## config.mk

```make
export PLATFORM = sky130hd
export DESIGN_NAME = mem_bus_arbiter
export DESIGN_NICKNAME = d
export VERILOG_FILES = /design/src/rtl/mem_bus_arbiter_pkg.sv /design/src/rtl/mem_bus_arbiter.sv
export SDC_FILE = /design/constraint.sdc
export NUM_CORES = 1
export LEC_CHECK = 0
export BUFFER_PORTS_ARGS = -buffer_cell sky130_fd_sc_hd__buf_2
export CORE_ASPECT_RATIO = 0.8
export CORE_MARGIN = 4
export CORE_UTILIZATION = 45
export CTS_BUF_LIST = sky130_fd_sc_hd__clkbuf_8
export CTS_CLUSTER_DIAMETER = 40
export DETAILED_ROUTE_END_ITERATION = 10
export PLACE_DENSITY = 0.77
export RECOVER_POWER = 25
export SYNTH_ARGS = -nofsm -noshare
export SYNTH_HDL_FRONTEND = slang
export SYNTH_SLANG_ARGS = --single-unit
```

## constraint.sdc

```tcl
create_clock -name clk -period 5.28 [get_ports clk]
set_input_delay 1.056 -clock clk [delete_from_list [all_inputs] [get_ports clk]]
set_output_delay 1.056 -clock clk [all_outputs]
set_load 0.03 [all_outputs]
```

## src/rtl/mem_bus_arbiter_pkg.sv

```systemverilog
// Shared types and constants for the unified memory bus arbiter.
package mem_bus_arbiter_pkg;

  typedef enum logic [2:0] {
    IDLE   = 3'd0,
    GNT_IF = 3'd1,
    GNT_D  = 3'd2,
    RSP_IF = 3'd3,
    RSP_D  = 3'd4
  } arb_state_e;

  localparam logic REQ_IF = 1'b0;
  localparam logic REQ_D  = 1'b1;

  localparam int D_BURST_MAX_DEFAULT = 4;

endpackage

```

## src/rtl/mem_bus_arbiter.sv

```systemverilog
// Two-requester (fetch / load-store) arbiter for a single unified memory port,
// with D priority, a starvation guard for IF, and registered read data.
module mem_bus_arbiter
  import mem_bus_arbiter_pkg::*;
#(
  parameter int AW          = 32,
  parameter int DW          = 32,
  parameter int D_BURST_MAX = D_BURST_MAX_DEFAULT
) (
  input  logic            clk,
  input  logic            reset,
  input  logic            if_req,
  input  logic [AW-1:0]   if_addr,
  output logic [DW-1:0]   if_rdata,
  output logic            if_ready,
  input  logic            d_req,
  input  logic            d_we,
  input  logic [AW-1:0]   d_addr,
  input  logic [DW-1:0]   d_wdata,
  input  logic [DW/8-1:0] d_be,
  output logic [DW-1:0]   d_rdata,
  output logic            d_ready,
  output logic            mem_valid,
  output logic            mem_we,
  output logic [AW-1:0]   mem_addr,
  output logic [DW-1:0]   mem_wdata,
  output logic [DW/8-1:0] mem_be,
  input  logic [DW-1:0]   mem_rdata,
  input  logic            mem_ready,
  output logic            busy
);

  localparam int BW = DW / 8;
  localparam int CW = $clog2(D_BURST_MAX + 1);
  localparam logic [CW-1:0] CNT_MAX = CW'(D_BURST_MAX);

  arb_state_e    state_reg, state_next;
  logic [CW-1:0] cnt_reg, cnt_next;
  logic          grant;
  logic          grant_id;

  logic          mem_we_reg;
  logic [AW-1:0] mem_addr_reg;
  logic [DW-1:0] mem_wdata_reg;
  logic [BW-1:0] mem_be_reg;
  logic [DW-1:0] if_rdata_reg;
  logic [DW-1:0] d_rdata_reg;

  // D only wins while the guard has headroom, so the increment never overflows.
  always_comb begin
    state_next = state_reg;
    cnt_next   = cnt_reg;
    grant      = 1'b0;
    grant_id   = REQ_IF;
    case (state_reg)
      IDLE: begin
        if (d_req && (!if_req || (cnt_reg < CNT_MAX))) begin
          grant      = 1'b1;
          grant_id   = REQ_D;
          state_next = GNT_D;
          if (if_req) cnt_next = cnt_reg + 1'b1;
        end else if (if_req) begin
          grant      = 1'b1;
          grant_id   = REQ_IF;
          state_next = GNT_IF;
          cnt_next   = '0;
        end
      end
      GNT_IF:  if (mem_ready) state_next = RSP_IF;
      GNT_D:   if (mem_ready) state_next = RSP_D;
      RSP_IF:  state_next = IDLE;
      RSP_D:   state_next = IDLE;
      default: state_next = IDLE;
    endcase
  end

  always_ff @(posedge clk or posedge reset) begin
    if (reset) begin
      state_reg     <= IDLE;
      cnt_reg       <= '0;
      mem_we_reg    <= 1'b0;
      mem_addr_reg  <= '0;
      mem_wdata_reg <= '0;
      mem_be_reg    <= '0;
      if_rdata_reg  <= '0;
      d_rdata_reg   <= '0;
    end else begin
      state_reg <= state_next;
      cnt_reg   <= cnt_next;
      if (grant) begin
        if (grant_id == REQ_D) begin
          mem_we_reg    <= d_we;
          mem_addr_reg  <= d_addr;
          mem_wdata_reg <= d_wdata;
          mem_be_reg    <= d_be;
        end else begin
          mem_we_reg    <= 1'b0;
          mem_addr_reg  <= if_addr;
          mem_wdata_reg <= '0;
          mem_be_reg    <= '1;
        end
      end
      // Stores capture too, so d_rdata always reflects the last completion.
      if ((state_reg == GNT_IF) && mem_ready) if_rdata_reg <= mem_rdata;
      if ((state_reg == GNT_D) && mem_ready)  d_rdata_reg  <= mem_rdata;
    end
  end

  assign mem_valid = (state_reg == GNT_IF) || (state_reg == GNT_D);
  assign if_ready  = (state_reg == RSP_IF);
  assign d_ready   = (state_reg == RSP_D);
  assign busy      = (state_reg != IDLE);
  assign mem_we    = mem_we_reg;
  assign mem_addr  = mem_addr_reg;
  assign mem_wdata = mem_wdata_reg;
  assign mem_be    = mem_be_reg;
  assign if_rdata  = if_rdata_reg;
  assign d_rdata   = d_rdata_reg;

endmodule

```

## Word-level counts from Yosys, hierarchy flattened

Cells that the tools add are included.

| word-level totals | value |
|---|---|
| register bits | 139 |
| output and inout port bits | 137 |

| operators by class | value |
|---|---|
| add/sub/neg operators | 1 |
| $lt $le $gt $ge | 1 |
| eq/ne operators | 7 |
| multiplexer cells | 17 |
| reductions and logical operators | 10 |

Operators by type and width:

| kind | count |
|---|---|
| 32-bit two-way mux | 2 |
| 3-bit two-way mux | 7 |
| 3-bit case mux with 3 select lines | 1 |
| 3-bit by 2-bit == test with 1-bit output (second input constant) | 2 |
| 1-bit two-way mux | 6 |
| 4-bit two-way mux | 1 |
| 2-bit inequality test (second input constant) | 2 |
| 3-bit by 1-bit adder with 3-bit output (second input constant) | 1 |
| 3-bit by 1-bit == test with 1-bit output (second input constant) | 1 |
| 3-bit == test (second input constant) | 1 |
| 1-bit logical AND | 3 |
| 3-bit logical NOT | 1 |
| 3-bit less-than comparator (second input constant) | 1 |
| 3-bit inequality test (second input constant) | 1 |
| 3-bit AND reduction | 1 |
| 3-bit nonzero test | 1 |
| 1-bit logical OR | 2 |
| 2-bit AND reduction | 1 |
| 1-bit logical NOT | 1 |

## Logic depth before layout (Yosys ltp)

Gate-level depths: netlist (run 1).

| depth | value |
|---|---|
| depth in word-level cells | 6 |
| mapped depth | 7 |
| gate-level depth less buffers | 4 |

## Least setup slack after synthesis (run 1)

Ideal clock, no wire load.

| timing | value |
|---|---|
| path type | flip-flop to output port |
| start | reg state_reg[1] |
| end | out d_ready |
| arrival | 1264 ps |
| path slack | 2960 ps |
| stages on the path, launching flop included | 3 |
| buffers on the path | 1 |
| path through | dfrtp_1 > buf_2 > nor3b_1 |

| on the way | value |
|---|---|
| cells in the longest elaborated chain, start to end | 1 |

RTL lines:

| element | RTL line | RTL |
|---|---|---|
| start: declaration | mem_bus_arbiter.sv:37 | `arb_state_e state_reg, state_next;` |
| start signal: assignment | mem_bus_arbiter.sv:88 | `state_reg <= state_next;` |
| 3-bit == test | mem_bus_arbiter.sv:111 | `assign d_ready = (state_reg == RSP_D);` |
| end: declaration | mem_bus_arbiter.sv:22 | `output logic d_ready,` |

Every way passes these cells.

## Worst setup path in the final report (run 1)

| timing | value |
|---|---|
| start | reg state_reg[1] |
| end | out busy |

| on the way | value |
|---|---|
| cells in the longest elaborated chain, start to end | 1 |

RTL lines:

| element | RTL line | RTL |
|---|---|---|
| 3-bit nonzero test | mem_bus_arbiter.sv:112 | `assign busy = (state_reg != IDLE);` |
| end: declaration | mem_bus_arbiter.sv:30 | `output logic busy` |

Every way passes these cells.

==> results of run 1 <==
## cell families (layout without fill, tap and decap cells)
family | after synthesis | after routing | share of synthesized area
flops | 139 | 139 | 0.6179
fa+ha+maj | 1 | 1 | 0.002222
compound gates | 139 | 139 | 0.1598
mux | 66 | 66 | 0.1320
simple gates | 50 | 50 | 0.04312
buf+inv | 39 | 313 | 0.04334
xor+xnor | 1 | 1 | 0.001556
other cells | 0 | 1 | 0
## cell type report
class / count / area share
clock buffer: 20 / 0.03707
antenna: 1 / 0.0003370
multi-input combinational: 257 / 0.2571
clock inverter: 12 / 0.01837
timing repair buffer: 279 / 0.1882
tap: 171 / 0.02881
sequential: 139 / 0.4684
inverter: 2 / 0.001685
## critical path, delay by kind of cell (launching register included)
kind / cells / cell delay, ns
and+or+nand+nor: 1 / 0.22
buffers and inverters: 3 / 1.02
DFF: 1 / 0.52
## placed cells by master, fill, tap and decap left out, types with 2 or more instances in the layout
cell type / Yosys / layout
sky130_fd_sc_hd__bufinv_16: 0 / 2
sky130_fd_sc_hd__o21ai_0: 32 / 32
sky130_fd_sc_hd__a31oi_1: 33 / 33
sky130_fd_sc_hd__inv_6: 0 / 3
sky130_fd_sc_hd__o22a_1: 4 / 4
sky130_fd_sc_hd__a22o_1: 33 / 33
sky130_fd_sc_hd__buf_2: 12 / 271
sky130_fd_sc_hd__dfrtp_1: 139 / 139
sky130_fd_sc_hd__buf_4: 4 / 3
sky130_fd_sc_hd__a21oi_1: 33 / 33
sky130_fd_sc_hd__clkbuf_8: 0 / 20
sky130_fd_sc_hd__nor3_4: 1 / 2
sky130_fd_sc_hd__mux2_2: 62 / 62
sky130_fd_sc_hd__nor3_1: 3 / 3
sky130_fd_sc_hd__nand2_1: 36 / 36
sky130_fd_sc_hd__mux2_1: 4 / 4
sky130_fd_sc_hd__clkbuf_1: 12 / 5
sky130_fd_sc_hd__clkinvlp_4: 0 / 5
sky130_fd_sc_hd__clkinv_2: 0 / 2
sky130_fd_sc_hd__nor2_1: 2 / 2
## synthesized netlist by cell type, types with 2 or more instances
cell	number
sky130_fd_sc_hd__dfrtp_1	139
sky130_fd_sc_hd__mux2_2	62
sky130_fd_sc_hd__nand2_1	36
sky130_fd_sc_hd__a21oi_1	33
sky130_fd_sc_hd__a22o_1	33
sky130_fd_sc_hd__a31oi_1	33
sky130_fd_sc_hd__o21ai_0	32
sky130_fd_sc_hd__buf_2	12
sky130_fd_sc_hd__clkbuf_1	12
sky130_fd_sc_hd__buf_6	9
sky130_fd_sc_hd__buf_4	4
sky130_fd_sc_hd__mux2_1	4
sky130_fd_sc_hd__o22a_1	4
sky130_fd_sc_hd__nor3_1	3
sky130_fd_sc_hd__nor2_1	2
## per-stage QoR
stage	util	hold slack, ns	instances
after detailed placement	0.5769	0.4790	848
after global routing	0.6083	0.5117	881
after global placement	0.5769	0.4630	848
final	0.6083	0.4980	881
after floorplan	-	0.4650	435
after CTS	0.6106	0.4995	880
## path summary, 6_finish.rpt
| check | from | cells past startpoint | end | slack, ns |
|---|---|---|---|---|
| worst max-delay path | state_reg[1] | 4 | busy | 2.00 |
| worst min-delay path | mem_wdata[18] | 1 | mem_wdata[18] | 0.50 |
| worst max register to register | state_reg[0] | 4 | if_rdata[5] | 2.41 |
| worst min register to register | mem_wdata[18] | 1 | mem_wdata[18] | 0.50 |
| max in group asynchronous | reset | 3 | mem_wdata[17] | 3.36 |
| min in group asynchronous | reset | 2 | mem_wdata[23] | 0.78 |
## layer usage
layer | track usage | part of all wire
met1 | 0.2637 | 0.41
met2 | 0.3478 | 0.49
met3 | 0.06791 | 0.075
met4 | 0.08605 | 0.017
met5 | 0 | 0
## power groups by stage
stage | combinational, µW | clock, µW | sequential (µW)
global route | 2860 | 951 | 1910
floorplan | 1010 | 0 | 2790
finish | 2690 | 880 | 1850
CTS | 2720 | 902 | 1860
global placement | 2640 | 0 | 1850
detailed placement | 2710 | 0 | 1870
==> qor.yml, run 1 <==
status:
  outcome: "finished, violations left"
  violations: "capacitance limit, slew limit"
die:
  start_util: 0.4612
  die_area_um2: 14370
  dieHeight_um: 108.0
  die_x_um: 133.0
  row_count: 36
  floorplan.io_pins: 275
  fp.coreArea_um2: 12210
sta:
  fin_crit_sh: 0.6213
  report.final.hold_viol_count: 0
  max_slew.worst_pin.slew_ns: 1.942
  grt_setup_unrepaired: "false"
  achievable-frequency_mhz: 304.8
  post-route-worst-setup-slack_ns: 1.999
  timing.final.setup_violations: 0
  fin_setup_tns_ns: 0
  final.min_clock_period_ns: 3.281
  post_route_skew_ns: 0.01161
  max-slew-margin-rel: -0.2944
  final-max-slew-violation-count: 67
setup_path:
  biggest_cell_delay_along_the_critical_path_ns: 0.52
  timing_worst_setup_path_type: "reg2out"
  worst_path_max_delay_cell: "sky130_fd_sc_hd__dfrtp_1"
  critical_path.max_fanout: 39
  start_kind: "register"
  end_kind: "output pin"
  critical_path_arrival_ns: 2.22
  worst-endpoint-required_ns: 4.22
  worstPathCellList: "nor3_4 -> buf_4 -> inv_2 -> buf_2"
detailed_routing:
  dr.pass1.iters: 5
  vias: 4578
  detail-route-antenna-nets: 0
  detailedRoute.firstIterationViolations: 186
  drcViolationCount: 0
  total_wirelength_mm: 15.36
  routed_wire_length_per_instance_um: 17.43
  vias_per_cell: 5.196
synth:
  post_synth.cell_area_avg_um2: 12.94
  seq_area_frac_synth: 0.6179
  yosys-top-cells-area: "sky130_fd_sc_hd__dfrtp_1 (62%), sky130_fd_sc_hd__mux2_2 (12%), sky130_fd_sc_hd__a22o_1 (5.1%)"
  yosys_most_used_dff: "sky130_fd_sc_hd__dfrtp_1"
  synth_cells: 435
  fraction_of_synthesis_flops_using_an_asynchronous_set_or_reset_pin: 1.000
  yosysUniqueCellTypes: 32
  ys_seq_elements: 139
  yosysWarningCount: 0
  synth_fp_nets: 574
  synth_top_cell_area_share: 0.6179
  synthDominantAreaCellType: "sky130_fd_sc_hd__dfrtp_1"
  synth-edff-count: 0
  mappedNetlistArea_um2: 5629
pwr:
  leakage_uw: 0.003637
  power.share.combinational: 0.495
  sequentialPowerShare: 0.342
  proportion_of_total_power_due_to_net_switching: 0.4628
  power.share.clock: 0.162
  total_power_uw: 5420
  p_switching_uw: 2508
  worst_ir_drop_vdd_mv: 0.4113
  power_density_nw_per_um2: 729.9
  power_report.internal_total_uw: 2912
layout:
  num-nets-final: 835
  area.sequential_um2: 3478
  multiInputGateArea_um2: 1909
  final.fill_count: 983
  area_growth_pct: 31.92
  fin_area_um2: 7426
  drive_above_1_share: 0.5303
global_routing:
  overflow: 0
  antenna_found_initial: 1
  grt.total_usage: 0.2123
  grt_first_pass_wirelength_mm: 23.93
  first_global_vias: 4755
  maximum_number_of_pins_on_one_net_before_global_route_repair: 93
place:
  post-dp-hpwl_mm: 10.94
  io_buffer_count: 274
  preCtsSetupSlack_ns: 1.951
  gpl.final_weighted_congestion: 0.8275
  placement.cell_area_um2: 7042
clock_tree:
  post_cts_resized: 0
  cts.root.buffer_cell: "sky130_fd_sc_hd__clkbuf_8"
  cts.repair_timing.setup_buffer_count: 0
  clk_pin_slew_ns: 0.08
  cts_buffer_depth: 2
  clk-insertion-delay-late_ns: 0.44
  clock_tree_from_tritoncts: "built"
  numCtsBuffers: 17
  h-tree-depth: 4
  clock-sinks: 139
  cts_hold_repair.buffers: 0
worst_hold_path:
  hold_path.class: "reg2reg"
run:
  max_cap_violations: 2
(Power assumes the default switching activity.)
==> inputs of run 2 (changes only) <==
==> constraint.sdc (replaced) <==
create_clock -name clk -period 3.43 [get_ports clk]
set_input_delay 0.686 -clock clk [delete_from_list [all_inputs] [get_ports clk]]
set_output_delay 0.686 -clock clk [all_outputs]
set_load 0.03 [all_outputs]
==> run 2 against run 1 <==
The run still ends with capacitance limit, slew limit left. Sequential power increased by 55%. Cell count is 0.23% higher. Largest cell class unchanged. Critical path type unchanged. Wire length fell by 2.4%. Die area stayed put.
==> qor.yml, run 2 (synthesis gave the netlist of run 1 again) <==
worst_hold_path:
  min_from: "d_wdata[29]"
  hold_path.class: "in2reg"
layout:
  area_growth_pct: 32.50
  fin_util: 0.6110
  antenna_cells_inserted: 0
  drive_above_1_share: 0.5421
  most-common-layout-cells: "sky130_fd_sc_hd__buf_2 (274), sky130_fd_sc_hd__dfrtp_1 (139), sky130_fd_sc_hd__mux2_2 (62)"
  final_common_cell: "sky130_fd_sc_hd__buf_2"
  num-nets-final: 838
setup_path:
  endpoint: "busy"
  critical_path.max_fanout: 34
  reg2reg_setup_slack_ns: 1.32
  worst-endpoint-required_ns: 2.74
  r2r-end: "mem_wdata[31]"
  end_kind: "output pin"
  reg2regPathDepth: 4
  start_point_of_the_critical_path: "state_reg[1]"
  timing_worst_setup_path_type: "reg2out"
  worst_r2r_startpoint: "state_reg[1]"
  critical_path_arrival_ns: 1.82
  start_kind: "register"
die:
  dieHeight_um: 108.0
  fp.coreArea_um2: 12210
  die_x_um: 133.0
  floorplan.io_pins: 275
  start_util: 0.4612
  row_count: 36
  die_area_um2: 14370
pwr:
  p_switching_uw: 3879
  proportion_of_total_power_due_to_net_switching: 0.4665
  power.share.clock: 0.159
  power_density_nw_per_um2: 1115
  power_report.internal_total_uw: 4436
  leakage_uw: 0.003668
  power.share.combinational: 0.495
  sequentialPowerShare: 0.345
  worst_ir_drop_vdd_mv: 0.5759
sta:
  post_route_skew_ns: 0.005778
  max-slew-margin-rel: -0.1033
  timing.final.setup_violations: 0
  max_slew.worst_pin.slew_ns: 1.646
  final-max-slew-violation-count: 41
  fin_crit_sh: 0.7310
  achievable-frequency_mhz: 398.8
  report.final.hold_viol_count: 0
  final.min_clock_period_ns: 2.507
  fin_hold_ws_ns: 0.4733
  grt_setup_unrepaired: "false"
  fin_setup_tns_ns: 0
global_routing:
  grt.total_usage: 0.2068
  grt_first_pass_wirelength_mm: 23.52
  antenna_found_initial: 0
  maximum_number_of_pins_on_one_net_before_global_route_repair: 74
  first_global_vias: 4698
  overflow: 0
detailed_routing:
  drcViolationCount: 0
  vias: 4651
  detail-route-antenna-nets: 0
  total_wirelength_mm: 14.99
  dr.pass1.iters: 4
  vias_per_cell: 5.267
  routed_wire_length_per_instance_um: 16.97
  detailedRoute.firstIterationViolations: 234
place:
  post-dp-hpwl_mm: 10.98
  io_buffer_count: 274
  gpl.final_weighted_congestion: 0.8164
clock_tree:
  numCtsBuffers: 17
  cts_buffer_depth: 2
  cts.root.buffer_cell: "sky130_fd_sc_hd__clkbuf_8"
  h-tree-depth: 4
  cts.repair_timing.setup_buffer_count: 0
  clk-insertion-delay-late_ns: 0.44
  post_cts_resized: 0
  cts_hold_repair.buffers: 0
  clock-sinks: 139
  clock_tree_from_tritoncts: "built"
  clk_pin_slew_ns: 0.08
status:
  violations: "capacitance limit, slew limit"
  outcome: "finished, violations left"
run:
  max_cap_violations: 1
==> run 2: changes by cell type in the layout (fill, tap and decap cells not counted), moves of 3 or more <==
cell and delta:
sky130_fd_sc_hd__clkinv_4 +7, sky130_fd_sc_hd__clkbuf_1 -4, sky130_fd_sc_hd__clkinvlp_4 -4, sky130_fd_sc_hd__buf_2 +3, sky130_fd_sc_hd__buf_4 +3, sky130_fd_sc_hd__clkbuf_8 -3
==> run 2: layout make-up <==
class	instances	area [µm²]
Fill cell	978	4748
Sequential cell	139	3478
Multi-Input combinational cell	257	1928
Timing Repair Buffer	282	1428
Clock buffer	17	234.0
Tap cell	171	214.0
Clock inverter	15	167.7
Inverter	2	8.758
==> run 2: metrics by stage <==
step           total power (µW)  setup slack, ns  area, µm²  instances
2_1_floorplan              5849            1.009       5633        435
3_3_place_gp               6913            1.152       7076        851
3_5_place_dp               7057            1.031       7076        851
4_1_cts                    8396           0.8887       7477        883
5_1_grt                    8789           0.6229       7458        883
6_report                   8315           0.9228       7458        883
==> run 2: critical path, cell delays in order, from the launching register on <==
cell,delay [ns]
sky130_fd_sc_hd__dfrtp_1,0.57
sky130_fd_sc_hd__nor3_4,0.09
sky130_fd_sc_hd__inv_2,0.42
sky130_fd_sc_hd__buf_2,0.30
==> run 2: how the worst min path moves through the flow <==
stage / depth (start not counted) / to / slack (ns)
2_1_floorplan: 1 / cnt_reg[0] / 0.46
3_3_place_gp: 1 / if_rdata[29] / 0.46
3_5_place_dp: 1 / if_rdata[29] / 0.47
4_1_cts: 2 / if_rdata[9] / 0.41
5_1_grt: 2 / mem_wdata[14] / 0.44
6_report: 2 / mem_wdata[29] / 0.47
==> run 2: layer usage <==
metal | track usage | routed length, µm | vias up
met3 | 0.05628 | 1266 | 21
met1 | 0.2541 | 5835 | 2274
li1 | - | - | 2122
met5 | 0 | 0 | -
met2 | 0.3562 | 7652 | 234
met4 | 0.07047 | 231 | 0
==> run 2: power groups by stage <==
stage          registers, µW  clock network (µW)  logic [µW]
6_report                2870                1330        4120
5_1_grt                 2970                1440        4380
4_1_cts                 2870                1360        4160
3_5_place_dp            2890                   0        4160
3_3_place_gp            2850                   0        4060
2_1_floorplan           4300                   0        1550
==> inputs of run 3 (changes only) <==
==> constraint.sdc (replaced) <==
create_clock -name clk -period 2.4 [get_ports clk]
set_input_delay 0.48 -clock clk [delete_from_list [all_inputs] [get_ports clk]]
set_output_delay 0.48 -clock clk [all_outputs]
set_load 0.03 [all_outputs]
==> run 3 against run 2 <==
The run ends with capacitance limit left. Total power up 45%. Utilization up 0.44 points. Critical path depth up 1. Worst hold slack worse by 0.21 ns. Sequential share of layout area down 0.33 points. First-iteration DRC count up 8.1%. Setup slack worse by 0.66 ns. Clock power up 50%. Non-clock buffer count up 2. Critical endpoint is now mem_wdata[11]. Largest power group unchanged.
==> qor.yml, run 3 (synthesis gave the netlist of run 1 again) <==
sta:
  fin_crit_sh: 0.8885
  max_slew.worst_pin.slew_ns: 1.466
  achievable-frequency_mhz: 468.9
  final.min_clock_period_ns: 2.133
  fin_setup_tns_ns: 0
  post_route_skew_ns: 0.01342
  report.final.hold_viol_count: 0
  final-max-slew-violation-count: 0
  max-slew-margin-rel: 0.01725
  timing.final.setup_violations: 0
  grt_setup_unrepaired: "false"
  post-route-worst-setup-slack_ns: 0.2675
setup_path:
  end_kind: "register"
  critical_path_arrival_ns: 2.46
  timing_worst_setup_path_type: "reg2reg"
  worst-endpoint-required_ns: 2.72
  start_kind: "register"
  critical_path.max_fanout: 38
place:
  io_buffer_count: 274
  preCtsSetupSlack_ns: 0.2601
  post-dp-hpwl_mm: 11.34
  gpl.final_weighted_congestion: 0.8117
detailed_routing:
  vias: 4676
  total_wirelength_mm: 15.60
  vias_per_cell: 5.284
  detailedRoute.firstIterationViolations: 253
  routed_wire_length_per_instance_um: 17.63
  drcViolationCount: 0
  detail-route-antenna-nets: 0
  dr.pass1.iters: 5
clock_tree:
  clock_tree_from_tritoncts: "built"
  cts.root.buffer_cell: "sky130_fd_sc_hd__clkbuf_8"
  cts.repair_timing.setup_buffer_count: 0
  clock-sinks: 139
  numCtsBuffers: 17
  clk-insertion-delay-late_ns: 0.44
  cts_buffer_depth: 2
  clk_pin_slew_ns: 0.08
  h-tree-depth: 4
layout:
  drive_above_1_share: 0.5448
  area.sequential_um2: 3478
  num-nets-final: 840
  final_common_cell: "sky130_fd_sc_hd__buf_2"
  most-common-layout-cells: "sky130_fd_sc_hd__buf_2 (274), sky130_fd_sc_hd__dfrtp_1 (139), sky130_fd_sc_hd__mux2_2 (62)"
  multiInputGateArea_um2: 1928
  final.fill_count: 972
  antenna_cells_inserted: 0
  area_growth_pct: 33.45
status:
  violations: "capacitance limit"
  outcome: "finished, violations left"
die:
  die_x_um: 133.0
  row_count: 36
  dieHeight_um: 108.0
  start_util: 0.4612
  floorplan.io_pins: 275
  die_area_um2: 14370
  fp.coreArea_um2: 12210
global_routing:
  maximum_number_of_pins_on_one_net_before_global_route_repair: 45
  grt.total_usage: 0.2119
  first_global_vias: 4759
  grt_first_pass_wirelength_mm: 24.06
  overflow: 0
  antenna_found_initial: 0
pwr:
  worst_ir_drop_vdd_mv: 0.9422
  leakage_uw: 0.003688
  power_density_nw_per_um2: 1604
worst_hold_path:
  hold_path.class: "in2reg"
run:
  max_cap_violations: 1
==> run 3: layout make-up <==
type / instances / area share
Tap cell: 171 / 0.02848
Sequential cell: 139 / 0.4630
Clock inverter: 13 / 0.02199
Timing Repair Buffer: 284 / 0.1935
Clock buffer: 19 / 0.03481
Multi-Input combinational cell: 257 / 0.2567
Inverter: 2 / 0.001499
==> run 3: critical path, cell delays in order (launching register included) <==
cell                      delay (ns)
sky130_fd_sc_hd__dfrtp_1        0.51
sky130_fd_sc_hd__nor3_4         0.29
sky130_fd_sc_hd__buf_4          0.40
sky130_fd_sc_hd__nand2_2        0.46
sky130_fd_sc_hd__a22o_1         0.34
==> run 3: power breakdown <==
group / switching [µW] / internal, µW
clock network: 917 / 1090
logic: 3980 / 1960
registers: 651 / 3450
==> run 3: worst paths after layout <==
kind | startpoint | to | slack (ns) | depth (start not counted)
worst min-delay path | d_we | mem_we | 0.26 | 2
worst max-delay path | state_reg[1] | mem_wdata[11] | 0.27 | 4
worst min register to register | if_rdata[29] | if_rdata[29] | 0.49 | 1
max in group asynchronous | reset | d_rdata[20] | 0.62 | 3
worst max register to register | state_reg[1] | mem_wdata[11] | 0.27 | 4
min in group asynchronous | reset | mem_addr[12] | 0.37 | 2
==> run 3: what timing repair did <==
action / CTS / global route
hold buffers: 0 / 0
endpoints found under the setup margin: 0 / 1
resized for setup: 0 / 2
==> run 3: through the flow <==
step	hold WS (ns)	utilization	total power, µW	area [µm²]	instances
2_1_floorplan	0.4650	-	8360	5633	435
3_3_place_gp	0.4634	0.5829	9895	7116	853
3_5_place_dp	0.4707	0.5829	10100	7116	853
4_1_cts	0.1609	0.6179	12140	7542	885
5_1_grt	0.2304	0.6154	12690	7512	885
6_report	0.2635	0.6154	12050	7512	885
==> run 3: layer usage <==
metal / vias up / track usage / wire, µm
met5: - / 0 / 0
met3: 25 / 0.06000 / 1227
met4: 0 / 0.07938 / 304
met1: 2304 / 0.2547 / 6089
met2: 231 / 0.3663 / 7984
li1: 2116 / - / -
